`src/rtl/fp_pkg.sv`:
```
// Shared floating-point operand types, reused by the operand source and result collectors.
package fp_pkg;

  localparam int FP_WIDTH = 32;

  typedef struct packed {
    logic [FP_WIDTH-1:0] a;
    logic [FP_WIDTH-1:0] b;
  } operand_pair_t;

endpackage

```
`src/rtl/pair_fifo.sv`:
```
// Synchronous FIFO of operand pairs. Pointers wrap modulo DEPTH (a power of two);
// occupancy is tracked by a separate counter so full and empty are unambiguous.
module pair_fifo
  import fp_pkg::*;
#(
  parameter int DEPTH = 4,
  localparam int PTR_W = $clog2(DEPTH),
  localparam int CNT_W = $clog2(DEPTH) + 1
) (
  input  logic             clk,
  input  logic             rst_n,
  input  logic             push,
  input  operand_pair_t    push_data,
  input  logic             pop,
  output operand_pair_t    head,
  output logic             full,
  output logic             empty,
  output logic [CNT_W-1:0] count
);

  operand_pair_t    mem_r [DEPTH];
  logic [PTR_W-1:0] wr_ptr_r;
  logic [PTR_W-1:0] rd_ptr_r;
  logic [CNT_W-1:0] count_r;
  logic             push_ok_s;
  logic             pop_ok_s;

  // Qualify push and pop against the registered occupancy.
  always_comb begin
    push_ok_s = push && !full;
    pop_ok_s  = pop && !empty;
  end

  assign full  = (count_r == CNT_W'(DEPTH));
  assign empty = (count_r == {CNT_W{1'b0}});
  assign count = count_r;
  assign head  = mem_r[rd_ptr_r];

  // Storage array: written on accepted pushes only, contents need no reset.
  always_ff @(posedge clk) begin
    if (push_ok_s) begin
      mem_r[wr_ptr_r] <= push_data;
    end
  end

  // Pointer and occupancy registers.
  always_ff @(posedge clk or negedge rst_n) begin
    if (!rst_n) begin
      wr_ptr_r <= {PTR_W{1'b0}};
      rd_ptr_r <= {PTR_W{1'b0}};
      count_r  <= {CNT_W{1'b0}};
    end else begin
      if (push_ok_s) begin
        wr_ptr_r <= wr_ptr_r + PTR_W'(1);
      end
      if (pop_ok_s) begin
        rd_ptr_r <= rd_ptr_r + PTR_W'(1);
      end
      case ({push_ok_s, pop_ok_s})
        2'b10:   count_r <= count_r + CNT_W'(1);
        2'b01:   count_r <= count_r - CNT_W'(1);
        default: count_r <= count_r;
      endcase
    end
  end

endmodule

```
`src/rtl/axis_operand_source.sv`:
```
// Buffers single-cycle operand requests and drives them out as two independent
// AXI-Stream channels (A and B). A pair retires once both channels have taken it.
module axis_operand_source
  import fp_pkg::*;
#(
  parameter int DATA_WIDTH = 32,
  parameter int FIFO_DEPTH = 4
) (
  input  logic                        clk_in,
  input  logic                        rst_n_in,
  input  logic [DATA_WIDTH-1:0]       a_in,
  input  logic [DATA_WIDTH-1:0]       b_in,
  input  logic                        valid_in,
  output logic                        ready_out,
  output logic [DATA_WIDTH-1:0]       m_axis_a_tdata,
  output logic                        m_axis_a_tvalid,
  input  logic                        m_axis_a_tready,
  output logic [DATA_WIDTH-1:0]       m_axis_b_tdata,
  output logic                        m_axis_b_tvalid,
  input  logic                        m_axis_b_tready,
  output logic [$clog2(FIFO_DEPTH):0] count_out,
  output logic                        drop_out,
  output logic                        overflow_out
);

  localparam int CNT_W = $clog2(FIFO_DEPTH) + 1;

  operand_pair_t    push_pair_s;
  operand_pair_t    head_s;
  logic             full_s;
  logic             empty_s;
  logic [CNT_W-1:0] count_s;
  logic             a_done_r;
  logic             b_done_r;
  logic             a_done_nxt_s;
  logic             b_done_nxt_s;
  logic             a_hs_s;
  logic             b_hs_s;
  logic             retire_s;
  logic             drop_r;
  logic             overflow_r;

  // Pack the incoming request into a pair.
  always_comb begin
    push_pair_s   = '0;
    push_pair_s.a = a_in;
    push_pair_s.b = b_in;
  end

  pair_fifo #(
    .DEPTH(FIFO_DEPTH)
  ) u_fifo (
    .clk       (clk_in),
    .rst_n     (rst_n_in),
    .push      (valid_in),
    .push_data (push_pair_s),
    .pop       (retire_s),
    .head      (head_s),
    .full      (full_s),
    .empty     (empty_s),
    .count     (count_s)
  );

  // Head data is masked while empty so every output reads 0 out of reset.
  assign m_axis_a_tvalid = !empty_s && !a_done_r;
  assign m_axis_b_tvalid = !empty_s && !b_done_r;
  assign m_axis_a_tdata  = empty_s ? {DATA_WIDTH{1'b0}} : head_s.a;
  assign m_axis_b_tdata  = empty_s ? {DATA_WIDTH{1'b0}} : head_s.b;
  assign ready_out       = !full_s;
  assign count_out       = count_s;
  assign drop_out        = drop_r;
  assign overflow_out    = overflow_r;

  // Handshake detection, retire decision and next value of the per-channel done flags.
  always_comb begin
    a_hs_s       = m_axis_a_tvalid && m_axis_a_tready;
    b_hs_s       = m_axis_b_tvalid && m_axis_b_tready;
    retire_s     = (a_hs_s && (b_hs_s || b_done_r)) || (b_hs_s && a_done_r);
    a_done_nxt_s = a_done_r;
    b_done_nxt_s = b_done_r;
    if (retire_s) begin
      a_done_nxt_s = 1'b0;
      b_done_nxt_s = 1'b0;
    end else begin
      if (a_hs_s) begin
        a_done_nxt_s = 1'b1;
      end else begin
        a_done_nxt_s = a_done_r;
      end
      if (b_hs_s) begin
        b_done_nxt_s = 1'b1;
      end else begin
        b_done_nxt_s = b_done_r;
      end
    end
  end

  // Done flags remember which channel already delivered the current head.
  always_ff @(posedge clk_in or negedge rst_n_in) begin
    if (!rst_n_in) begin
      a_done_r <= 1'b0;
      b_done_r <= 1'b0;
    end else begin
      a_done_r <= a_done_nxt_s;
      b_done_r <= b_done_nxt_s;
    end
  end

  // Rejected-push pulse and its sticky record; a same-cycle retire does not free a slot.
  always_ff @(posedge clk_in or negedge rst_n_in) begin
    if (!rst_n_in) begin
      drop_r     <= 1'b0;
      overflow_r <= 1'b0;
    end else begin
      drop_r     <= valid_in && full_s;
      overflow_r <= overflow_r || (valid_in && full_s);
    end
  end

endmodule

```
`config.mk`:
```
export PLATFORM = sky130hd
export DESIGN_NAME = axis_operand_source
export DESIGN_NICKNAME = d
export VERILOG_FILES = /design/src/rtl/fp_pkg.sv /design/src/rtl/pair_fifo.sv /design/src/rtl/axis_operand_source.sv
export SDC_FILE = /design/constraint.sdc
export NUM_CORES = 1
export LEC_CHECK = 0
export ABC_AREA = 1
export CELL_PAD_IN_SITES_DETAIL_PLACEMENT = 1
export CELL_PAD_IN_SITES_GLOBAL_PLACEMENT = 2
export CORE_MARGIN = 2
export CORE_UTILIZATION = 37
export CTS_CLUSTER_DIAMETER = 150
export DETAILED_ROUTE_END_ITERATION = 16
export PLACE_DENSITY_LB_ADDON = 0.3
export SYNTH_ARGS = -nofsm -noshare
export SYNTH_HDL_FRONTEND = slang
export SYNTH_SLANG_ARGS = --single-unit
```
`constraint.sdc`:
```
create_clock -name clk_in -period 4.2 [get_ports clk_in]
set_input_delay 0.42 -clock clk_in [delete_from_list [all_inputs] [get_ports clk_in]]
set_output_delay 0.42 -clock clk_in [all_outputs]
set_load 0.03 [all_outputs]
```
==> results.md, run 1 <==
- Worst r2r dst: u_fifo.count[2]
- Endpoints failing setup: 0
- Post-CTS sizing: 0
- Post-CTS setup buffer count: 0
- Final hold viol count: 0
- Num CTS Buffers: 29
- DRC errors left: 0
- Layout Cells excl Fill: 1,367
- Top cells by area, synth: edfxtp_1 (73%), nor2_1 (9.5%), o21ai_0 (3.3%)
- GR Util All Layers: 0.169
- FF+latch count, synth: 267
- Setup CP Type: reg -> out
- Total net switching power: 4.30 mW
- Synth-to-Final Area Change: 25.6%
- Mapped Cells: 827
- Clk sinks: 267
- Routed len/inst: 18.5 um
- Tmin final: 3.33 ns
- Achievable Freq: 0.300 GHz
- Max Transition Viols Final: 0
- Worst path slowest cell: clkdlybuf4s50_1
- Critical R2R Launch: u_fifo.count[0]
- WHS: 0.229 ns
- Final WS setup: 0.871 ns
- ANT nets after route: 0
- Cell Area, Synth: 0.0106 mm2
- Die ar.: 0.0299 mm2
- Clk root buf: clkbuf_16
- Total gr overflow: 0
- Switching fraction of total power: 0.392
- Seq pwr share: 0.332
- Largest area contributor in the netlist: edfxtp_1
- First-pass GRT wire length: 39,800 um
- Drt pass-1 iters: 4
- Layout cell share with drive strength beyond 1: 0.0659
- Crit path DAT: 2.91 ns
- Final Skew: 0.00725 ns
- Initial antenna violation count: 2
- Port bufs: 140
- DP Worst Slack: 1.43 ns
- Worst-path clk slew: 0.06 ns
- CP max stage delay: 0.72 ns
- Crit-path max FO: 35
- Pleak: 4.49 nW
- Int Pwr: ~6.7 mW
- Vias/cell: just under 5
- Critical path capture point type: primary output
- CP Launch Type: flop
- Vias: 6,695
- Combinational fraction of design power: 0.444
- Avg Synthesized Cell Area: 12.8 um2
- Nets@finish: 1,039
- Req. time, crit path: 3.78 ns
- Netlist cell types: 24
- Largest net degree at the start of global routing: 131
- Sequential-to-total area share from yosys stat: 0.754
- H-tree depth: 1
- Reg2Reg Depth: 9
- Slew margin rel.: 0.414
- Starting Density: 0.378
- Routed WL: 25,300 um
- Status: complete, no violations
- Max-cap viol count: 0
- Flop2flop setup slack: 1.97 ns
- Vias in the first global route: approximately 7,000
- Clock share of power: 0.224
- HP Class: in -> async
- Yosys warning count: 0
- RSZ-0062 raised after global routing: false
- Worst Tran Pin Value: 0.880 ns
- Worst-Skew Late Latency: 0.54 ns
- I/O Pins: 141
- Share of the synthesized area in the top cell type: 0.728
- Peak VDD IR: 0.493 mV
- Post-layout util: 0.475
- Initial DRC count: 383
- Placed cells: 1,311
- Maximum clock path buffer count: 3
- Routability congestion estimate: around 0.67
- Post-detail-place hpwl: approximately 14,000 um
- Crit-path cells: inv_4, buf_4, o21ai_1, a21oi_1, clkdlybuf4s50_1
- Final period util: 0.793
- CTS tree: done
- Die Span Y: 173 um
- Setup TNS: 0 ns
- Post-Syn Nets: 902
- P per Cell Area: roughly 830 mW/mm2
- Core area: 0.0279 mm2
- Row cnt: 61
- DIE WIDTH: 173 um
- # hold bufs at CTS: 0
critical path, delay by kind of cell, from the launching register on:
family,cells,cell delay [ns]
AO/OA/AOI/OAI,2,0.37
buffers and inverters,3,1.45
flip-flops,1,0.50
power by group through the flow:
stage | clock network, mW | registers, mW | logic [mW]
final | 2.46 | 3.64 | 4.88
after global routing | 2.64 | 3.69 | 5.33
after CTS | 2.53 | 3.65 | 4.99
after detailed placement | 0 | 3.70 | 4.96
after global placement | 0 | 3.68 | 4.91
after floorplan | 0 | 3.74 | 3.07
worst max path at each step:
stage,from,endpoint,slack (ns),depth (start not counted)
6_report,u_fifo.rd_ptr_r[0],m_axis_b_tdata[28],0.87,5
3_3_place_gp,u_fifo.rd_ptr_r[0],m_axis_b_tdata[28],1.43,5
3_5_place_dp,u_fifo.rd_ptr_r[0],m_axis_b_tdata[28],1.43,5
4_1_cts,u_fifo.rd_ptr_r[0],m_axis_b_tdata[28],0.83,5
5_1_grt,u_fifo.rd_ptr_r[0],m_axis_b_tdata[16],0.67,5
2_1_floorplan,u_fifo.count[0],u_fifo.mem_r[0][0],-0.11,4
cell usage after synthesis, drive strengths merged:
library cell	number
nand2	12
dfrtp	11
o22ai	1
xor2	3
edfxtp	256
ha	5
or2	1
o21ai	130
nor2	268
buf	35
nand4	1
nand3	3
clkbuf	14
xnor2	1
a21oi	66
fa	1
inv	19
cells by family after synthesis:
group | count (synthesis) | synth area share
simple gates | 285 | 0.103
xor+xnor | 4 | 0.00332
fa+ha+maj | 6 | 0.00782
compound gates | 197 | 0.0935
flops | 267 | 0.754
buf+inv | 68 | 0.0385
state kept, by name, indices dropped and copies added, names as in the netlist:
| name | cells |
|---|---|
| u_fifo.mem_r | 256 |
| a_done_r | 1 |
| u_fifo.rd_ptr_r | 2 |
| drop_out | 1 |
| b_done_r | 1 |
| overflow_out | 1 |
| u_fifo.wr_ptr_r | 2 |
| u_fifo.count | 3 |
layout by cell type, fill, tap and decap left out, types with 2 or more instances in the layout:
cell type,Yosys,routed
a21oi_1,66,66
buf_12,0,7
buf_4,6,8
bufinv_16,0,3
clkbuf_1,5,12
clkbuf_16,0,29
clkdlybuf4s50_1,0,140
clkinv_1,0,5
clkinv_2,0,2
dfrtp_1,11,9
diode_2,0,2
edfxtp_1,256,256
ha_1,5,5
inv_1,17,16
inv_2,2,2
nand2_1,9,9
nand2_2,3,3
nand3_1,3,3
nor2_1,268,264
nor2_4,0,4
o21ai_0,69,69
o21ai_1,61,61
xor2_1,3,3
metrics by stage:
step | area (um2) | power [mW]
floorplan | 10600 | 6.81
detailed placement | 12300 | 8.66
global placement | 12300 | 8.58
global route | 13300 | 11.6
finish | 13300 | 11.0
CTS | 13300 | 11.2
layer usage:
layer	up-vias	wire [um]	GRT usage
met5	-	0	0
met4	0	421	0.0427
met3	32	1080	0.0312
met2	123	12600	0.298
met1	3351	11200	0.216
li1	3189	-	-
final cells by class:
| cell class | instances | area, um2 |
|---|---|---|
| diodes | 2 | 5.00 |
| clock buffers | 42 | 785 |
| clock inverters | 12 | 135 |
| fillers | 2921 | 14700 |
| inverters | 19 | 73.8 |
| multi-input cells | 492 | 2220 |
| flip-flops and latches | 267 | 7970 |
| well taps | 378 | 473 |
| repair buffers | 155 | 1600 |
No activity file was read; power rests on OpenSTA's default activity.
==> run 2: changes to the inputs <==
CORE_UTILIZATION = 34   (was 37)
clock period = 2.9 ns   (was 4.2 ns; I/O delays follow)
==> results.md, run 2 (same netlist as run 1, synthesis figures left out) <==
- Status: complete, no violations
- Initial DRC count: 344
- Most common cell after layout, fill and taps aside: nor2_1
- DIE WIDTH: 180 um
- Number of fill cells: 3,200
- ANT nets after route: 0
- Worst-path clk slew: 0.06 ns
- Max Transition Viols Final: 0
- Largest net degree at the start of global routing: 55
- Crit-path max FO: between 50 and 60
- Total net switching power: 6.35 mW
- Post-detail-place hpwl: between 15,000 and 20,000 um
- First-pass GRT wire length: between 40,000 and 50,000 um
- DRC errors left: 0
- P per Cell Area: 1190 mW/mm2
- Final Skew: ~0.011 ns
- Seq pwr share: 0.332
- CTS tree: done
- Starting Density: 0.345
- Achievable Freq: 0.361 GHz
- Worst path slowest cell: clkdlybuf4s50_1
- Vias: 6,760
- CP Launch Type: flop
- Slew margin rel.: 0.603
- Placement Cell Area: about 0.013 mm2
- Setup CP Type: reg -> out
- Largest register FFs: roughly 260
- RSZ-0062 raised after global routing: false
- Pleak: 4.81 nW
- Crit path DAT: 2.48 ns
- Vias in the first global route: 7,219
- Crit path max-delay family: buffers and inverters
- Row cnt: 64
- Int Pwr: 9.63 mW
- Routed WL: 26,400 um
- CP max stage delay: 0.69 ns
- Final period util: 0.955
- Layout cell share with drive strength beyond 1: 0.0861
- Finished Cell Area: 0.0135 mm2
- Worst-Skew Late Latency: 0.55 ns
- Nets@finish: 1,051
- Combinational fraction of design power: 0.437
- HP Class: in -> async
- Port bufs: 140
- WHS: about 0.094 ns
- H-tree depth: 1
- Top reg by flops: u_fifo.mem_r
- Routability congestion estimate: 0.687
- I/O Pins: 141
- Die ar.: 0.0325 mm2
- Endpoints failing setup: 0
- Tmin final: roughly 2.8 ns
- Crit-path cells: inv_4, buf_12, o21ai_1, a21oi_1, clkdlybuf4s50_1
- Routed len/inst: 18.9 um
- Switching fraction of total power: 0.397
- GR Util All Layers: 0.162
- Drt pass-1 iters: 4
- Initial antenna violation count: 2
- Critical path capture point type: primary output
- Req. time, crit path: approximately 2.6 ns
- Synth-to-Final Area Change: 27.7%
- CP bufs+invs: 3
- Maximum clock path buffer count: 3
- Most frequent cells in the layout: nor2_1 (264), edfxtp_1 (256), clkdlybuf4s50_1 (85), o21ai_0 (69), a21oi_1 (66)
- Clk root buf: clkbuf_16
- Total gr overflow: 0
- Final hold viol count: 0
- Core area: 0.0306 mm2
- Peak VDD IR: 0.531 mV
- Die Span Y: about 180 um
- Worst Tran Pin Value: 0.594 ns
- Clk sinks: 267
- Vias/cell: 4.84
- Max-cap viol count: 0
- Clock share of power: 0.231
- Num CTS Buffers: 30
run 2: cell types whose count changed in the layout (fill, tap and decap cells not counted), moves of 2 or more:
cell and change:
clkbuf_16 +2, dlygate4sd2_1 +37, clkinv_1 +3, clkinv_2 +4, clkdlybuf4s50_1 -55, buf_12 +9
dlymetal6s2s_1 +12, buf_4 +7, clkbuf_1 -6
run 2: power groups by stage:
| stage | sequential (mW) | combinational [mW] | clock (mW) |
|---|---|---|---|
| after floorplan | 5.38 | 4.45 | 0 |
| after global placement | 5.43 | 7.32 | 0 |
| after detailed placement | 5.46 | 7.35 | 0 |
| after CTS | 5.32 | 7.20 | 3.79 |
| after global routing | 5.38 | 7.68 | 3.91 |
| final | 5.31 | 6.98 | 3.69 |
run 2: final timing paths:
kind                                     from                  to  slack, ns  cells past startpoint
max                        u_fifo.rd_ptr_r[0]  m_axis_b_tdata[22]       0.13                      5
min                                  rst_n_in     u_fifo.count[1]       0.09                      1
max reg2reg                   u_fifo.count[0]     u_fifo.count[2]       0.66                     12
min reg2reg                      overflow_out        overflow_out       0.48                      1
max in group asynchronous            rst_n_in  u_fifo.rd_ptr_r[0]       2.39                      1
min in group clk_in                  valid_in            drop_out       0.33                      3
run 2: stage by stage:
step                total power, mW  setup slack, ns  utilization  TNS, ns  instances
global route                   17.0         0.000152        0.441        0       1395
finish                         16.0            0.130        0.441        0       1396
CTS                            16.3           0.0597        0.440        0       1395
global placement               12.7            0.411        0.409        0       1335
floorplan                      9.84           -0.364            -   -93.20        827
detailed placement             12.8            0.411        0.409        0       1335
run 2: what timing repair did:
item,CTS,global route
buffers inserted,5,0
hold buffers,0,0
cloned,0,0
hold endpoints to repair,0,0
endpoints found under the setup margin,58,12
gates resized for setup,37,12
run 2: cell type report:
type / instances / area, um2 / share of cell area
Inverter: 19 / 73.8 / 0.00547
Clock buffer: 37 / 798 / 0.0592
Clock inverter: 18 / 158 / 0.0117
Timing Repair Buffer: 166 / 1770 / 0.131
Sequential cell: 267 / 7970 / 0.591
Antenna cell: 1 / 2.50 / 0.000186
Tap cell: 396 / 495 / 0.0367
Multi-Input combinational cell: 492 / 2220 / 0.165
run 2: worst register-to-register path: stages, from the launching register on:
cell     delay (ns)
dfrtp_1        0.41
nor2_1         0.10
nand2_2        0.12
nand2_1        0.09
nor2_1         0.15
nand2_1        0.12
nand2_2        0.12
ha_1           0.16
inv_1          0.07
fa_1           0.37
a21oi_1        0.14
o21ai_0        0.12
xor2_1         0.15
run 2: per-layer routing:
metal	global-route usage	wire length [um]	vias to the layer above
li1	-	-	3216
met1	0.212	11700	3361
met2	0.279	12900	134
met3	0.0281	1120	47
met4	0.0452	678	2
met5	0	14	-
==> run 3: changes to the inputs <==
SLEW_MARGIN = 20   (was unset)
==> results of run 3 <==
Final layout, timing and power as in run 2 (identical DEF).
